### src/rtl/bist_pkg.sv
// Shared types and constants for the truth-table BIST sequencer.
package bist_pkg;

  typedef enum logic [2:0] {
    IDLE   = 3'd0,
    APPLY  = 3'd1,
    SETTLE = 3'd2,
    CHECK  = 3'd3,
    DONE   = 3'd4
  } bist_state_t;

  localparam logic [7:0] SILLY_EXPECTED = 8'hCE;

  // Cycles from the accepting start edge to the edge that raises done.
  function automatic int run_cycles(input int n_in, input int settle);
    return (32'sd1 <<< n_in) * (settle + 32'sd2);
  endfunction

endpackage

### src/rtl/bist_sat_counter.sv
// Clearable, saturating up-counter used for the mismatch tally.
module bist_sat_counter #(
  parameter int W = 4
) (
  input  logic         clk,
  input  logic         reset,
  input  logic         clr,
  input  logic         inc,
  output logic [W-1:0] count
);

  localparam logic [W-1:0] CNT_MAX = {W{1'b1}};
  localparam logic [W-1:0] CNT_ONE = W'(1);

  logic [W-1:0] count_q;
  logic [W-1:0] count_d;

  // Clear has priority; increments stop at all-ones.
  always_comb begin
    count_d = count_q;
    if (clr) begin
      count_d = '0;
    end else if (inc && (count_q != CNT_MAX)) begin
      count_d = count_q + CNT_ONE;
    end else begin
      count_d = count_q;
    end
  end

  // Count register.
  always_ff @(posedge clk) begin
    if (reset) begin
      count_q <= '0;
    end else begin
      count_q <= count_d;
    end
  end

  assign count = count_q;

endmodule

### src/rtl/sillyfunction_bist_ctrl.sv
// Walks every input vector onto an N_IN-input combinational block and checks
// its output against a golden truth table, reporting pass/fail and first failure.
module sillyfunction_bist_ctrl
  import bist_pkg::*;
#(
  parameter int                      N_IN       = 3,
  parameter logic [(1<<N_IN)-1:0]    EXPECTED   = SILLY_EXPECTED,
  parameter int                      SETTLE_CYC = 2,
  parameter int                      ERR_W      = 4
) (
  input  logic             clk,
  input  logic             reset,
  input  logic             start,
  input  logic             abort,
  output logic [N_IN-1:0]  dut_in,
  input  logic             dut_y,
  output logic             busy,
  output logic             done,
  output logic             pass,
  output logic [ERR_W-1:0] err_count,
  output logic             first_fail_valid,
  output logic [N_IN-1:0]  first_fail_vec
);

  localparam int              SW          = (SETTLE_CYC < 2) ? 1 : $clog2(SETTLE_CYC + 1);
  localparam logic [SW-1:0]   SETTLE_LAST = SW'(SETTLE_CYC - 1);
  localparam logic [SW-1:0]   SETTLE_ONE  = SW'(1);
  localparam logic [N_IN-1:0] VEC_LAST    = {N_IN{1'b1}};
  localparam logic [N_IN-1:0] VEC_ONE     = N_IN'(1);

  bist_state_t     state_q, state_d;
  logic [N_IN-1:0] vec_q, vec_d;
  logic [SW-1:0]   settle_q, settle_d;
  logic [N_IN-1:0] dut_in_q, dut_in_d;
  logic            busy_q, busy_d;
  logic            done_q, done_d;
  logic            pass_q, pass_d;
  logic            ffv_q, ffv_d;
  logic [N_IN-1:0] ffvec_q, ffvec_d;

  logic            in_run;
  logic            abort_run;
  logic            mismatch;
  logic            err_clr;
  logic            err_inc;

  assign in_run    = (state_q == APPLY) || (state_q == SETTLE) || (state_q == CHECK);
  assign abort_run = abort && in_run;
  // Case inequality so an undriven/X output from the block under test fails.
  assign mismatch  = (state_q == CHECK) && (dut_y !== EXPECTED[vec_q]);
  assign err_inc   = mismatch && !abort_run;

  // Next-state and registered-output logic.
  always_comb begin
    state_d  = state_q;
    vec_d    = vec_q;
    settle_d = settle_q;
    dut_in_d = dut_in_q;
    pass_d   = pass_q;
    ffv_d    = ffv_q;
    ffvec_d  = ffvec_q;
    err_clr  = 1'b0;

    if (abort_run) begin
      state_d  = IDLE;
      vec_d    = '0;
      settle_d = '0;
      dut_in_d = '0;
      pass_d   = 1'b0;
    end else begin
      case (state_q)
        IDLE, DONE: begin
          if (start && !abort) begin
            state_d  = APPLY;
            vec_d    = '0;
            settle_d = '0;
            dut_in_d = '0;
            pass_d   = 1'b0;
            ffv_d    = 1'b0;
            ffvec_d  = '0;
            err_clr  = 1'b1;
          end else begin
            state_d = state_q;
          end
        end
        APPLY: begin
          state_d  = SETTLE;
          settle_d = '0;
        end
        SETTLE: begin
          if (settle_q == SETTLE_LAST) begin
            state_d  = CHECK;
            settle_d = '0;
          end else begin
            settle_d = settle_q + SETTLE_ONE;
          end
        end
        CHECK: begin
          if (mismatch && !ffv_q) begin
            ffv_d   = 1'b1;
            ffvec_d = vec_q;
          end else begin
            ffv_d   = ffv_q;
          end
          if (vec_q == VEC_LAST) begin
            state_d = DONE;
            // Counter saturates, so zero now and no miss here means a clean run.
            pass_d  = (err_count == '0) && !mismatch;
          end else begin
            state_d  = APPLY;
            vec_d    = vec_q + VEC_ONE;
            dut_in_d = vec_q + VEC_ONE;
          end
        end
        default: begin
          state_d  = IDLE;
          vec_d    = '0;
          settle_d = '0;
          dut_in_d = '0;
        end
      endcase
    end

    busy_d = (state_d == APPLY) || (state_d == SETTLE) || (state_d == CHECK);
    done_d = (state_d == DONE);
  end

  // State and output registers.
  always_ff @(posedge clk) begin
    if (reset) begin
      state_q  <= IDLE;
      vec_q    <= '0;
      settle_q <= '0;
      dut_in_q <= '0;
      busy_q   <= 1'b0;
      done_q   <= 1'b0;
      pass_q   <= 1'b0;
      ffv_q    <= 1'b0;
      ffvec_q  <= '0;
    end else begin
      state_q  <= state_d;
      vec_q    <= vec_d;
      settle_q <= settle_d;
      dut_in_q <= dut_in_d;
      busy_q   <= busy_d;
      done_q   <= done_d;
      pass_q   <= pass_d;
      ffv_q    <= ffv_d;
      ffvec_q  <= ffvec_d;
    end
  end

  bist_sat_counter #(.W(ERR_W)) u_err_cnt (
    .clk   (clk),
    .reset (reset),
    .clr   (err_clr),
    .inc   (err_inc),
    .count (err_count)
  );

  assign dut_in           = dut_in_q;
  assign busy             = busy_q;
  assign done             = done_q;
  assign pass             = pass_q;
  assign first_fail_valid = ffv_q;
  assign first_fail_vec   = ffvec_q;

endmodule

### config.mk
export PLATFORM = sky130hd
export DESIGN_NAME = sillyfunction_bist_ctrl
export DESIGN_NICKNAME = d
export VERILOG_FILES = /design/src/rtl/bist_pkg.sv /design/src/rtl/bist_sat_counter.sv /design/src/rtl/sillyfunction_bist_ctrl.sv
export SDC_FILE = /design/constraint.sdc
export NUM_CORES = 1
export LEC_CHECK = 0
export CAP_MARGIN = 25
export CORE_MARGIN = 8
export CORE_UTILIZATION = 30
export CTS_CLUSTER_SIZE = 10
export DETAILED_ROUTE_END_ITERATION = 10
export SETUP_SLACK_MARGIN = 0.05
export SYNTH_ARGS = -nofsm -noshare
export SYNTH_HDL_FRONTEND = slang
export SYNTH_SLANG_ARGS = --single-unit
export TNS_END_PERCENT = 5
### constraint.sdc
create_clock -name clk -period 1.9 [get_ports clk]
set_input_delay 0.475 -clock clk [delete_from_list [all_inputs] [get_ports clk]]
set_output_delay 0.475 -clock clk [all_outputs]
set_load 0.005 [all_outputs]
==> qor.yml <==
critPathLaunchType: "input port"
wl_per_cell_um: 12.7
dp_hpwl_um: 1910
start_util_pct: 30.7
row_count: 21
placedInstanceArea_um2: 1300
regToRegEndpoint: "first_fail_vec[2]"
status: "finished, final reports clean"
edff_count_synth: 0
setup_repair_after_global_routing_missed_its_margin: "true"
yosys_most_used_dff: "dfxtp_1"
relative_contribution_of_the_clock_network_to_total_power_pct: 32.9
finalNetCount: 155
power_leakage_uw: 0.000536
yosys_warnings: 0
fin_util_pct: 40.8
route.met2.wl_um: 1190
crit_required_ns: 2.12
timing.final.crit_share_pct: 93.8
synthDominantAreaCellType: "dfxtp_1"
largest_net_degree_at_the_start_of_global_routing: 12
hold_fix_buffers_at_cts: 0
synth.area.top_cells: "dfxtp_1 40%, nor2_1 5.6%, a21oi_1 5.5%"
drt-pass1-iter-count: 4
syn-num-nets: 125
grt.total_usage_pct: 9.62
routabilityCongestion: 0.837
drt-initial-drc-count: 38
maxSlewViolCount: 0
dieHeight_um: 74.0
timing.fmax_mhz: 561
gr-total-overflow: 0
cp_max_fo: 7
tightest_slew_ns: 0.514
post_synth_num_cell_types: 37
tritoncts: "yes"
worst-setup-path-type: "in -> reg"
cts.path.max_buffers: 2
crit_path_top_delay_cell: "clkdlybuf4s50_1"
flops_latches_synth: 20
synth_top_area_share_pct: 39.7
maxCapViolations: 0
max-vdd-ir-drop_mv: 0.192
timing.hold.worst_path_depth: 2
setup_viol: 0
fraction_of_layout_instances_using_a_drive_strength_above_1_pct: 13.8
h-tree-depth: 1
cellPowerDensity_nw_per_um2: 561
critPathMaxStageDelay_ns: 0.55
cp_data_arrival_time_ns: 2.00
portBuffers: 18
post_cts_resize_count: 0
grt_pass1_wl_um: 4160
timing.critical_path.to_type: "register"
tns_ns: 0
fp.coreArea_um2: 3280
die_x_um: 74.0
layout-area-overhead-vs-synth_pct: 32.9
synthTopCellsByCount: "20 x dfxtp_1, 15 x nor2_1, 11 x a21oi_1"
drt.antenna.violating_nets: 0
internal_power_uw: 579
reg2reg_slack_ns: 0.23
dieArea_um2: 5470
detail_route.wirelength.met1_um: 1080
antenna_cells_inserted: 0
via_count_of_the_first_global_routing_pass: 912
max_slew_margin_pct: 65.7
netSwitchingFraction_pct: 22.9
async_reset_ff_share_pct: 0
stdcell_area_um2: 1340
holdCritStartpoint: "settle_q[1]"
route.detailed.drc: 0
sequentialPowerShare_pct: 56.9
total_clock_buffers_created_by_cts: 3
clock_sinks: 20
comb_power_share_pct: 10.2
vias: 941
final_period_minus_worst_setup_slack_ns: 1.78
total_switching_power_uw: 172
area_of_the_mapped_netlist_um2: 1010
grt_antenna_before_repair: 0
post-synth-top-count-cell: "dfxtp_1"
top_level_ports: 19
post_cts_buffers: 0
routed-wl-met3_um: 118
cts.root.buffer_cell: "clkbuf_4"
worst_setup_hold_path_clk_slew_ns: 0.11
top_signal_layer_used: "met4"
syn_area_per_cell_um2: 8.69
insertion_delay_ns: 0.30
worst_r2r_path_depth: 4
timing.clock.skew_ns: 0.00461
synthCells: 116
route.final.wire_length_um: 2420
timing.hold.worst_endpoint: "settle_q[1]"
finalHoldViolations: 0
part_of_the_yosys_area_used_for_sequential_elements_pct: 39.7
worst_path_cell_chain: "clkdlybuf4s50_1 > buf_4 > nor4b_4 > a21oi_1 > nand2_1 > a211oi_1"
fillCellCount: 321
r2r_start: "state_q[0]"
routed_via_density: 4.93
hold_path_class: "reg -> reg"
[critical path, delay by kind of cell]
kind                   cells  cell delay (ns)
buffers and inverters      2             0.71
AO/OA/AOI/OAI              2             0.67
AND/OR/NAND/NOR            2             0.14
[logic make-up after synthesis]
group,count (synthesis),share of synthesized area [%]
AND/OR/NAND/NOR,48,27.7
AO/OA/AOI/OAI,30,18.9
flip-flops,20,39.7
buffers and inverters,10,5.21
adder cells (fa/ha/maj),4,4.96
XOR/XNOR,3,2.61
multiplexers,1,0.993
[sequential cells by signal, indices dropped and copies added, names as in the netlist, 2 cells and up, named ones only]
signal           flops
settle_q             2
state_q              3
dut_in               3
first_fail_vec       3
u_err_cnt.count      4
[power by group through the flow]
stage / Sequential (µW) / Combinational [µW] / Clock [µW]
floorplan: 434 / 41.1 / 0
global placement: 437 / 75.6 / 0
detailed placement: 437 / 76.2 / 0
CTS: 427 / 76.9 / 254
global route: 428 / 84.2 / 276
finish: 427 / 77.0 / 247
[cell type report]
type / instances / area, µm² / area share (%)
inverter: 5 / 18.8 / 1.40
sequential: 20 / 402 / 30.0
multi-input combinational: 86 / 556 / 41.5
tap: 46 / 57.6 / 4.30
timing repair buffer: 30 / 270 / 20.2
clock buffer: 4 / 36.3 / 2.71
[layer usage]
layer	up-vias	global-route usage (%)
li1	472	-
met1	451	10.6
met2	16	16.9
met3	2	1.75
met4	0	5.32
met5	-	0
[per-stage QoR]
step	hold slack [ns]	instances	power, µW	setup WS, ns
after CTS	0.468	191	758	0.110
final	0.468	191	752	0.118
after detailed placement	0.452	187	513	-0.161
after global routing	0.507	191	789	0.0480
after global placement	0.443	187	512	-0.150
after floorplan	0.429	116	476	0.366
[worst max path at each step]
stage	from	to	slack (ns)
2_1_floorplan	dut_in[0]	register	0.37
6_report	abort	register	0.12
3_3_place_gp	abort	first_fail_vec[1]	-0.15
3_5_place_dp	abort	first_fail_vec[2]	-0.16
4_1_cts	dut_in[0]	dut_in[0]	0.11
5_1_grt	abort	register	0.05
[layout by cell type, fill, tap and decap left out, types with 2 or more instances in the layout]
cell and count:
clkbuf_4 3, nand2_1 7, a21o_1 2, nand2b_1 3
dfxtp_1 19, clkdlybuf4s50_1 18, xnor2_1 2, nand3_1 4
nor3_1 6, a21oi_1 11, nor2_1 15, or3_1 3
ha_1 4, buf_4 12, a22o_1 3, and3_1 2
o21ai_0 5, inv_1 5
(Power assumes the default switching activity.)
